## src/rtl/dl_pipe_reg_rst.sv

```systemverilog
// Elastic pipeline register: NUM_STAGES valid/ready stages with bubble collapse,
// synchronous flush and a registered occupancy count.

module dl_pipe_stage #(
  parameter int                  NUM_BITS = 32,
  parameter logic [NUM_BITS-1:0] RST_VAL  = '0
) (
  input  logic                clk,
  input  logic                rst_n,
  input  logic                flush,
  input  logic                adv,
  input  logic                src_valid,
  input  logic [NUM_BITS-1:0] src_data,
  output logic                valid,
  output logic [NUM_BITS-1:0] data
);

  // Data only loads from a valid source so an empty stage keeps its last word.
  always_ff @(posedge clk or negedge rst_n) begin
    if (!rst_n) begin
      valid <= 1'b0;
      data  <= RST_VAL;
    end else if (flush) begin
      valid <= 1'b0;
    end else if (adv) begin
      valid <= src_valid;
      if (src_valid) data <= src_data;
    end
  end

endmodule

module dl_pipe_reg_rst #(
  parameter int                  NUM_BITS   = 32,
  parameter int                  NUM_STAGES = 2,
  parameter logic [NUM_BITS-1:0] RST_VAL    = '0
) (
  input  logic                              clk,
  input  logic                              rst_n,
  input  logic                              flush,
  input  logic                              in_valid,
  output logic                              in_ready,
  input  logic [NUM_BITS-1:0]               in_data,
  output logic                              out_valid,
  input  logic                              out_ready,
  output logic [NUM_BITS-1:0]               out_data,
  output logic [$clog2(NUM_STAGES+1)-1:0]   count
);

  localparam int CW = $clog2(NUM_STAGES+1);

  logic [NUM_STAGES-1:0]               vld;
  logic [NUM_STAGES-1:0]               adv;
  logic [NUM_STAGES-1:0]               src_vld;
  logic [NUM_STAGES-1:0]               vld_nxt;
  logic [NUM_STAGES-1:0][NUM_BITS-1:0] dat;
  logic [NUM_STAGES-1:0][NUM_BITS-1:0] src_dat;
  logic [CW-1:0]                       cnt_nxt;

  // Ready ripples from the output back to the input; any bubble ahead lets a stage move.
  always_comb begin
    adv = '0;
    adv[NUM_STAGES-1] = out_ready | ~vld[NUM_STAGES-1];
    for (int i = NUM_STAGES-2; i >= 0; i--)
      adv[i] = ~vld[i] | adv[i+1];
  end

  for (genvar g = 0; g < NUM_STAGES; g++) begin : g_stage
    if (g == 0) begin : g_head
      assign src_vld[g] = in_valid;
      assign src_dat[g] = in_data;
    end else begin : g_body
      assign src_vld[g] = vld[g-1];
      assign src_dat[g] = dat[g-1];
    end

    dl_pipe_stage #(
      .NUM_BITS (NUM_BITS),
      .RST_VAL  (RST_VAL)
    ) u_stage (
      .clk       (clk),
      .rst_n     (rst_n),
      .flush     (flush),
      .adv       (adv[g]),
      .src_valid (src_vld[g]),
      .src_data  (src_dat[g]),
      .valid     (vld[g]),
      .data      (dat[g])
    );
  end

  // Count tracks the valid bits the stages will hold after this edge.
  always_comb begin
    vld_nxt = flush ? '0 : ((adv & src_vld) | (~adv & vld));
    cnt_nxt = '0;
    for (int i = 0; i < NUM_STAGES; i++)
      cnt_nxt = cnt_nxt + CW'(vld_nxt[i]);
  end

  always_ff @(posedge clk or negedge rst_n) begin
    if (!rst_n) count <= '0;
    else        count <= cnt_nxt;
  end

  assign in_ready  = adv[0];
  assign out_valid = vld[NUM_STAGES-1];
  assign out_data  = dat[NUM_STAGES-1];

endmodule
```

## config.mk

```make
export PLATFORM = sky130hd
export DESIGN_NAME = dl_pipe_reg_rst
export DESIGN_NICKNAME = d
export VERILOG_FILES = /design/src/rtl/dl_pipe_reg_rst.sv
export SDC_FILE = /design/constraint.sdc
export NUM_CORES = 1
export LEC_CHECK = 0
export CAP_MARGIN = 10
export CORE_ASPECT_RATIO = 0.8
export CORE_UTILIZATION = 55
export DETAILED_ROUTE_END_ITERATION = 7
export DONT_BUFFER_PORTS = 1
export PLACE_DENSITY = 0.7
export SYNTH_ARGS = -nofsm -noshare
export SYNTH_HDL_FRONTEND = slang
export SYNTH_SLANG_ARGS = --single-unit
```

## constraint.sdc

```tcl
create_clock -name clk -period 1.9 [get_ports clk]
set_clock_uncertainty 0.05 [all_clocks]
set_input_delay 0.19 -clock clk [delete_from_list [all_inputs] [get_ports clk]]
set_output_delay 0.19 -clock clk [all_outputs]
set_load 0.005 [all_outputs]
```

# --- Yosys cells after proc, flatten, opt, wreduce, memory -nomap -nowiden ---
# Cells that the tools add are included.
op_classes:
  mux: 5
  n_addsub: 1
  n_reduce_logical: 4
  n_bitwise: 9
ops:
  columns: ["operator", "count"]
  rows:
  - ["AND reduction 3 bit", 2]
  - ["bitwise AND 2 bit", 2]
  - ["two-way mux 1 bit", 4]
  - ["nonzero test 2 bit", 2]
  - ["inverter 1 bit", 3]
  - ["adder 1 x 1 -> 2 bit", 1]
  - ["two-way mux 2 bit", 1]
  - ["inverter 2 bit", 1]
  - ["OR 1 bit", 2]
  - ["OR 2 bit", 1]
totals:
  register_bits: 68

# --- Logic depth before layout (Yosys ltp) ---
# Gate-level depths: netlist (run 1).
logic_depth:
  ltp_word: 8
  ltp_mapped: 5
  ltp_nobuf: 4

# --- By module ---
# A second synthesis (run 1) with hierarchy kept.
unflattened:
  hier_cells: 151
  area_unflattened_um2: 2826.5
modules_own_cells:
  columns: ["mod", "instances", "area_per_inst_um2", "cells_each"]
  rows:
  - ["dl_pipe_stage", 2, 1366.3, 71]
  - ["dl_pipe_reg_rst", 1, 93.8, 9]

# --- Least setup slack after synthesis (run 1) ---
# Ideal clock, no wire load.
synth_path:
  path_type: "reg-to-reg"
  start: "register g_stage[1].u_stage.valid"
  end: "register g_stage[1].u_stage.data[0]"
  slack_ns: 0.294
  setup_ns: 0.125
  stages_incl_launch_ff: 6
  t_required_ns: 1.725
  t_arrival_ns: 1.431
  cell_sequence: "dfrtp_1 > nor2b_4 > or3b_1 > buf_6 > buf_12 > mux2_4"
synth_between:
  elab_chain_len: 3
synth_lines:
  columns: ["item", "line_no", "rtl"]
  rows:
  - ["from (decl)", "14", "output logic valid,"]
  - ["from (signal assigned)", "26", "valid <= src_valid;"]
  - ["inverter 1 bit", "63", "adv[NUM_STAGES-1] = out_ready | ~vld[NUM_STAGES-1];"]
  - ["OR 1 bit", "63", null]
  - ["AND reduction 3 bit (no source line)", null, null]
  - ["to (signal assigned)", "27", "if (src_valid) data <= src_data;"]
  - ["to (decl)", "15", "output logic [NUM_BITS-1:0] data"]
# Every way passes these cells.
# A chain may end at the register's enable or synchronous reset.

# --- Final worst setup path (run 1) ---
layout_path:
  start: "register g_stage[1].u_stage.valid"
  end: "register g_stage[1].u_stage.data[16]"
# The elaborated chain is that of the path after synthesis.

==> PnR_summary.wiki, run 1 <==
{| class="wikitable"
! Metric !! Value
|-
| Outcome || complete, no violations
|-
| Shortest clock period the worst path allows after layout || 1.771 ns
|-
| Number of global-route vias before repair || approximately 1,500
|-
| Synthesized net count || 220
|-
| Category of the most critical setup path || reg -> reg
|-
| Global-route wire length before repair || 7500 um
|-
| Maximum fanout along the worst path || 18
|-
| Layout cells sized above 1 || 42.13%
|-
| Worst skew pair latency || approximately 0.32 ns
|-
| Arrival time worst endpoint || a little under 2 ns
|-
| Transition at the pin with the smallest max-transition slack || 0.3382 ns
|-
| Cell area reported after detailed placement || 2723 um^2
|-
| Fin cells || 259
|-
| Number of synthesized flops with an enable pin || 0
|-
| Post-synthesis instance total || 182
|-
| Critical path's top delay family || simple AND/OR/NAND/NOR gates
|-
| Number of standard-cell rows in the floorplan || 23
|-
| CP endpoint kind || flip-flop
|-
| Chip Height || between 60 and 70 um
|-
| Post-synthesis register bit count || 68
|-
| Placed wire-length estimate after detailed placement || 2835 um
|-
| Die span in x || between 80 and 90 um
|-
| TritonCTS clock tree || built
|-
| Synth cell types || 14
|-
| Sum of negative setup slack || 0 ns
|-
| Post-Place Cells || between 200 and 250
|-
| Setup violators final || 0
|-
| Worst IR drop on VDD || ~0.0007 V
|-
| Maxcap violations || 0
|-
| Cell type with the highest aggregate area in the netlist || sky130_fd_sc_hd__dfrtp_1
|-
| DRC viols || 0
|-
| Synth-to-Final Area Change || 11.33%
|-
| Number of inserted filler cells in the final layout || 369
|-
| Sequential area share after synthesis || 57.95%
|-
| Leakage power || 1.532 nW
|-
| Worst max-slew margin expressed relative to the limit || 77.46%
|-
| Ports || between 70 and 80
|-
| Floorplan die area || 5637 um^2
|-
| Ordered cell list for the critical path || nor2b_4 > or3b_2 > buf_4 > mux2_4
|-
| Power Density || 1092 nW/um^2
|-
| Avg Synthesized Cell Area || between 15 and 20 um^2
|-
| Max-slew violation count || 0
|-
| Post-CTS setup-driven buffer insertion count || 0
|-
| Synth warnings || 0
|-
| Detail-routed via count per cell || 5.247
|-
| Number of hold-slack violations in the final timing report || 0
|-
| Wire length per cell after detailed routing || 17.51 um
|-
| Maximum count of clock buffers along a single path || 2
|-
| Number of nets in the finished design || 231
|-
| Critical path buffers and inverters || 1
|-
| Worst path required time || 2.06 ns
|-
| Part of the cycle the worst path needs || 93.22%
|-
| Achievable frequency || roughly 0.56 GHz
|-
| Number of antenna violations at the first check in global routing || 0
|-
| Cell with the largest stage delay on the worst path || sky130_fd_sc_hd__or3b_2
|-
| Port Buffers || 0
|-
| Post-cts repair resize count || 0
|-
| Detail Route Antenna Nets || 0
|-
| Leading cell types by total area after synthesis || sky130_fd_sc_hd__dfrtp_1 (58%), sky130_fd_sc_hd__mux2_4 (15%), sky130_fd_sc_hd__mux2_2 (13%), sky130_fd_sc_hd__buf_4 (8.2%), sky130_fd_sc_hd__buf_12 (2.0%)
|-
| Proportion of register bits with asynchronous set or reset after synthesis || 100.0%
|-
| Total number of vias || 1,359
|-
| Share of Yosys cell area claimed by the top area cell type || 57.95%
|-
| Root Buffer Master || sky130_fd_sc_hd__clkbuf_8
|-
| Final standard cell utilization of the core || 64.55%
|-
| Least setup slack across all paths after layout || 0.1289 ns
|-
| Antenna diode count || 0
|-
| Total power || between 3 and 4 mW
|-
| CP peak stage delay || between 0.4 and 0.5 ns
|-
| Unrepaired setup endpoints after global routing || false
|-
| Area inside the core boundary || 5065 um^2
|-
| Leading cell types by count after synthesis || sky130_fd_sc_hd__dfrtp_1 (68), sky130_fd_sc_hd__mux2_2 (34), sky130_fd_sc_hd__buf_4 (32)
|-
| Global-route usage over all layers || 18.17%
|-
| Number of CTS-inserted buffers || 9
|-
| Detailed-route wire length || about 4500 um
|-
| Crit start category || flip-flop
|-
| Deepest level of the CTS H-tree || 3
|-
| Type of the tightest min-delay check || in -> reg
|-
| Final instance area || approximately 3300 um^2
|-
| Gp weighted congestion || 0.7016
|-
| Worst hold slack || 0.05108 ns
|-
| Post-synthesis cell area || 2937 um^2
|-
| Number of DRC markers in iteration 0 || 42
|-
| Total iterations of the first detailed-routing run || 3
|-
| Total overflow reported by the global router || 0
|-
| Post-Place Worst Slack || 0.1484 ns
|-
| Clock-pin transition on the worst setup and hold timing paths || 0.06 ns
|-
| Clock sink count || 68
|-
| Maximum number of pins on one net before global-route repair || 69
|-
| Most numerous cell in the Yosys netlist || sky130_fd_sc_hd__dfrtp_1
|-
| Initial Util || 57.98%
|-
| Ys flop type || sky130_fd_sc_hd__dfrtp_1
|}
-- cell families after synthesis --
logic type	synth area share (%)
flip-flops	57.95
multiplexers	28.38
buffers and inverters	11.25
AND/OR/NAND/NOR	1.661
AO/OA/AOI/OAI	0.3409
adder cells (fa/ha/maj)	0.4260
-- registers in the layout, indices dropped and copies added (netlist names) --
register and flops:
count 2, g_stage.u_stage.valid 2, g_stage.u_stage.data 64
-- placed cells by master (no fill, tap or decap), drive strengths merged --
master	instances
nor2	3
dfrtp	68
inv	1
dlygate4sd3	35
buf	4
nor2b	1
a21oi	2
clkinv	2
nand3b	2
mux2	64
or3b	1
ha	1
clkbuf	13
-- where the power goes --
part | internal, mW | switching, mW | leakage (nW) | total (mW)
clock network | 0.534 | 0.466 | 0.0893 | 1.00
registers | 1.77 | 0.234 | 0.810 | 2.00
logic | 0.415 | 0.153 | 0.633 | 0.568
-- per-layer routing --
metal	vias up	GRT usage, %	part of all wire [%]
met3	2	9.413	6.0
met5	-	0	0
met2	43	31.61	52
met1	702	19.65	42
li1	612	-	-
met4	0	5.720	0.29
-- timing repair --
item / in CTS / in global routing
hold buffers: 36 / 0
setup endpoints to repair: 0 / 0
endpoints found under the hold margin: 102 / 0
-- cell type report --
cell class / instances / area, um^2 / share of cell area, %
clock buffers: 13 / 158.9 / 4.860
clock inverters: 2 / 10.01 / 0.3062
inverters: 1 / 3.754 / 0.1148
multi-input cells: 74 / 904.6 / 27.67
flip-flops and latches: 68 / 1702 / 52.05
well taps: 62 / 77.57 / 2.373
repair buffers: 39 / 412.9 / 12.63
-- path summary, 6_finish.rpt --
kind	start	endpoint	slack, ns	depth (start not counted)
setup / recovery	g_stage[1].u_stage.valid	g_stage[1].u_stage.data[16]	0.13	4
hold / removal	flush	count[1]	0.05	2
setup reg to reg	g_stage[1].u_stage.valid	g_stage[1].u_stage.data[16]	0.13	4
hold reg to reg	g_stage[0].u_stage.data[12]	g_stage[1].u_stage.data[12]	0.45	1
max in group asynchronous	rst_n	g_stage[1].u_stage.data[24]	1.18	2
min in group asynchronous	rst_n	g_stage[1].u_stage.data[10]	0.35	2
Power figures use the tool's default switching activity.
==> run 2: changes to the inputs <==
Settings changed: TNS_END_PERCENT set to 5.
==> results of run 2 <==
The final DEF is identical to that of run 1; final timing and power are the same.
==> run 3: changes to the inputs <==
Settings changed: ABC_AREA set to 1, SYNTH_HIERARCHICAL set to 1.
Clock period 1.9 ns to 1.7 ns, I/O delays scaled along.
==> run 3 against run 2 <==
Compared with the run above: the flow now finishes with violations (hold timing); clock power is 33% higher; final area is 5.2% higher; flip-flop and latch count unchanged; die area shrank 2.7%; worst setup slack got worse by 0.059 ns; global-route usage rose by 9.0 points; sequential power increased by 3%; core utilization rose by 4.1 points; fmax increased by 8.7%.
==> PnR_summary.wiki, run 3 <==
{| class="wikitable"
! Metric !! Value
|-
| Shortest clock period the worst path allows after layout || 1.630 ns (was 1.771 ns)
|-
| Leading cell types by count after synthesis || sky130_fd_sc_hd__nand2_1 (131), sky130_fd_sc_hd__dfrtp_1 (68), sky130_fd_sc_hd__nand4_1 (64) (was sky130_fd_sc_hd__dfrtp_1 (68), sky130_fd_sc_hd__mux2_2 (34), sky130_fd_sc_hd__buf_4 (32))
|-
| Number of CTS-inserted buffers || 9 (unchanged)
|-
| Antenna diode count || 0 (unchanged)
|-
| Wire length per cell after detailed routing || 16.76 um (was 17.51 um)
|-
| Worst IR drop on VDD || 0.0006480 V (was 0.0006985 V)
|-
| Layout cells sized above 1 || 8.504% (was 42.13%)
|-
| Sequential area share after synthesis || 59.60% (was 57.95%)
|-
| Proportion of synthesized area in mux cells || 0% (was 28.38%)
|-
| Maximum number of pins on one net before global-route repair || 69 (unchanged)
|-
| Arrival time worst endpoint || 1.80 ns (was 1.93 ns)
|-
| Detailed-route wire length || 6756 um (was 4534 um)
|-
| Failing checks || hold timing
|-
| Final standard cell utilization of the core || 68.67% (was 64.55%)
|-
| Post-synthesis instance total || 304 (was 182)
|-
| Maximum fanout along the worst path || 10 (was 18)
|-
| Most frequent standard cell in the layout excluding fill and tap cells || sky130_fd_sc_hd__nand2_1 (was sky130_fd_sc_hd__dfrtp_1)
|-
| Multi-input gate area in the final layout || 969.7 um^2 (was 904.6 um^2)
|-
| Chip Height || 66.45 um (was 67.36 um)
|-
| Global-route wire length before repair || 10,740 um (was 7500 um)
|-
| Sum of negative setup slack || 0 ns (unchanged)
|-
| Number of global-route vias before repair || 2,225 (was 1,529)
|-
| Proportion of register bits with asynchronous set or reset after synthesis || 100.0% (unchanged)
|-
| Total power || 3.818 mW (was 3.569 mW)
|-
| Deepest level of the CTS H-tree || 3 (unchanged)
|-
| Footprint of the flip-flops and latches || 1702 um^2 (unchanged)
|-
| Dominant combinational cell family by area after synthesis || simple AND/OR/NAND/NOR gates (was multiplexers)
|-
| Synth-to-Final Area Change || 20.42% (was 11.33%)
|-
| Total iterations of the first detailed-routing run || 4 (was 3)
|-
| Area inside the core boundary || 5007 um^2 (was 5065 um^2)
|-
| Number of standard-cell rows in the floorplan || 23 (unchanged)
|-
| Number of antenna violations at the first check in global routing || 0 (unchanged)
|-
| TritonCTS clock tree || built (unchanged)
|-
| Crit start category || flip-flop (unchanged)
|-
| Leakage power || 1.741 nW (was 1.532 nW)
|-
| Biggest register || g_stage.u_stage/data (was g_stage.u_stage.data)
|-
| CP endpoint kind || flip-flop (unchanged)
|-
| Share of the synthesized area in compound gates (AO/OA/AOI/OAI) || 0.7011% (was 0.3409%)
|-
| Leading registers by flop count || g_stage.u_stage/data: 64 flops, count: 2 flops, g_stage.u_stage/valid: 2 flops (was g_stage.u_stage.data: 64 flops, count: 2 flops, g_stage.u_stage.valid: 2 flops)
|-
| Total overflow reported by the global router || 0 (unchanged)
|-
| Worst hold slack || -0.5265 ns (was 0.05108 ns)
|-
| Number of DRC markers in iteration 0 || 188 (was 42)
|-
| Achievable frequency || 0.6136 GHz (was 0.5646 GHz)
|-
| Worst max-slew margin expressed relative to the limit || 34.93% (was 77.46%)
|-
| Post-Place Cells || 347 (was 208)
|-
| Transition at the pin with the smallest max-transition slack || 0.9729 ns (was 0.3382 ns)
|-
| Clock-pin transition on the worst setup and hold timing paths || 0.07 ns (was 0.06 ns)
|-
| Number of hold-slack violations in the final timing report || 68 (was 0)
|-
| Setup violators final || 0 (unchanged)
|-
| Die span in x || 82.56 um (was 83.70 um)
|-
| Number of synthesized flops with an enable pin || 0 (unchanged)
|-
| Number of inserted filler cells in the final layout || 411 (was 369)
|-
| Area share of and/or/nand/nor cells after synthesis || 32.82% (was 1.662%)
|-
| Worst path required time || 1.87 ns (was 2.06 ns)
|-
| Post-CTS Hold Buffers || 40 (was 36)
|-
| Root Buffer Master || sky130_fd_sc_hd__clkbuf_8 (unchanged)
|-
| Port Buffers || 0 (unchanged)
|-
| Detail Route Antenna Nets || 0 (unchanged)
|-
| Unrepaired setup endpoints after global routing || false (unchanged)
|-
| Gp weighted congestion || 0.9142 (was 0.7016)
|-
| Most numerous cell in the Yosys netlist || sky130_fd_sc_hd__nand2_1 (was sky130_fd_sc_hd__dfrtp_1)
|-
| Clock sink count || 68 (unchanged)
|-
| Category of the most critical setup path || reg -> reg (unchanged)
|-
| Fin cells || 403 (was 259)
|-
| Placed wire-length estimate after detailed placement || 3933 um (was 2835 um)
|-
| Initial Util || 57.02% (was 57.98%)
|-
| Ports || 73 (unchanged)
|-
| Type of the tightest min-delay check || in -> async (was in -> reg)
|-
| Ys flop type || sky130_fd_sc_hd__dfrtp_1 (unchanged)
|-
| Fraction of the mapped netlist area in adder cells || 0.4382% (was 0.4261%)
|-
| Number of flip-flops in the largest register || 64 (unchanged)
|-
| Share of Yosys cell area claimed by the top area cell type || 59.60% (was 57.95%)
|-
| Cell type with the highest aggregate area in the netlist || sky130_fd_sc_hd__dfrtp_1 (unchanged)
|-
| Floorplan die area || 5485 um^2 (was 5637 um^2)
|-
| Outcome || complete, but fails checks (was complete, no violations)
|-
| Part of the cycle the worst path needs || 95.87% (was 93.22%)
|-
| Global-route usage over all layers || 27.15% (was 18.17%)
|-
| Post-Synth XOR/XNOR Area || 0% (unchanged)
|-
| Commonest cells after routing, fill and taps aside || sky130_fd_sc_hd__nand2_1 (131), sky130_fd_sc_hd__dfrtp_1 (68), sky130_fd_sc_hd__nand4_1 (64) (was sky130_fd_sc_hd__dfrtp_1 (68), sky130_fd_sc_hd__dlygate4sd3_1 (35), sky130_fd_sc_hd__mux2_2 (34))
|-
| Number of nets in the finished design || 374 (was 231)
|-
| Synth warnings || 6 (was 0)
|-
| Synthesized net count || 342 (was 220)
|-
| Max-slew violation count || 0 (unchanged)
|-
| Avg Synthesized Cell Area || 9.392 um^2 (was 16.13 um^2)
|-
| Post-synthesis register bit count || 68 (unchanged)
|-
| Post-synthesis cell area || 2855 um^2 (was 2937 um^2)
|-
| Leading cell types by total area after synthesis || sky130_fd_sc_hd__dfrtp_1 (60%), sky130_fd_sc_hd__nand2_1 (17%), sky130_fd_sc_hd__nand4_1 (14%), sky130_fd_sc_hd__buf_2 (3.2%), sky130_fd_sc_hd__buf_4 (2.6%) (was sky130_fd_sc_hd__dfrtp_1 (58%), sky130_fd_sc_hd__mux2_4 (15%), sky130_fd_sc_hd__mux2_2 (13%), sky130_fd_sc_hd__buf_4 (8.2%), sky130_fd_sc_hd__buf_12 (2.0%))
|-
| Total number of vias || 2,290 (was 1,359)
|-
| DRC viols || 0 (unchanged)
|-
| Worst skew pair latency || 0.33 ns (was 0.32 ns)
|-
| Maxcap violations || 0 (unchanged)
|-
| Synth cell types || 12 (was 14)
|-
| Detail-routed via count per cell || 5.682 (was 5.247)
|-
| Power Density || 1111 nW/um^2 (was 1092 nW/um^2)
|-
| Maximum count of clock buffers along a single path || 2 (unchanged)
|}
## run 3: cell types whose count changed after synthesis, moves of 3 or more
cell,previous run,this run
sky130_fd_sc_hd__nand2_1,0,131
sky130_fd_sc_hd__nand4_1,0,64
sky130_fd_sc_hd__mux2_2,34,0
sky130_fd_sc_hd__mux2_4,30,0
sky130_fd_sc_hd__buf_4,32,10
sky130_fd_sc_hd__buf_2,3,18
sky130_fd_sc_hd__buf_12,3,0
sky130_fd_sc_hd__nor2_1,3,0
## run 3: worst max-delay path, stage by stage (launching register included)
cell,delay (ns)
sky130_fd_sc_hd__dfrtp_1,0.43
sky130_fd_sc_hd__nand3_2,0.24
sky130_fd_sc_hd__nand4_1,0.18
sky130_fd_sc_hd__dlygate4sd3_1,0.57
sky130_fd_sc_hd__nand2_1,0.05
## run 3: layout make-up
class	instances	area share, %
inverter	5	0.5459
multi-input combinational	203	28.20
tap	62	2.256
clock buffer	12	4.512
timing repair buffer	49	13.61
clock inverter	4	1.383
sequential	68	49.49
## run 3: final timing paths
| kind | startpoint | to | slack (ns) | cells past startpoint |
|---|---|---|---|---|
| min in group clk | flush | count[1] | 0.06 | 2 |
| worst min-delay path | rst_n | g_stage[1].u_stage/data[24] | -0.53 | 0 |
| worst max-delay path | g_stage[1].u_stage/valid | g_stage[0].u_stage/data[26] | 0.07 | 4 |
| worst min register to register | g_stage[0].u_stage/data[8] | g_stage[0].u_stage/data[8] | 0.42 | 2 |
| max in group asynchronous | rst_n | g_stage[0].u_stage/data[10] | 2.01 | 0 |
| worst max register to register | g_stage[1].u_stage/valid | g_stage[0].u_stage/data[26] | 0.07 | 4 |
## run 3: layer usage
layer	share of wire [%]	up-vias	wire length, um	track usage (%)
met5	0	-	0	0
met4	0.81	0	55	7.974
met3	9.5	6	645	12.83
met2	46	89	3092	40.50
met1	44	1101	2964	35.07
li1	-	1094	-	-
## run 3: where the power goes
group          switching, mW  internal (mW)  total (mW)
Sequential             0.190           1.88        2.07
Clock                  0.581          0.753        1.33
Combinational          0.231          0.186       0.417
Total                   1.00           2.82        3.82
## run 3: stage by stage
stage / instance area [um^2] / setup WS [ns] / hold WS (ns)
after floorplan: 2855 / 0.5465 / -0.1756
after global placement: 2835 / 0.3224 / -0.1743
after detailed placement: 2835 / 0.2678 / -0.1742
after CTS: 3438 / 0.1139 / -0.5480
after global routing: 3438 / 0.03275 / -0.5569
final: 3438 / 0.07024 / -0.5265
## run 3: cells by family (layout without fill, tap and decap cells)
logic type,count (synthesis),in the layout
buffers and inverters,33,70
and+or+nand+nor,198,198
adders and majority gates,1,1
AOI/OAI and AO/OA,4,4
DFF,68,68
## run 3: repair_timing
item / 4_1_cts / 5_1_grt
setup endpoints to repair: 0 / 0
gates resized for setup: 0 / 0
endpoints found under the hold margin: 101 / 68
buffers inserted: 0 / 0
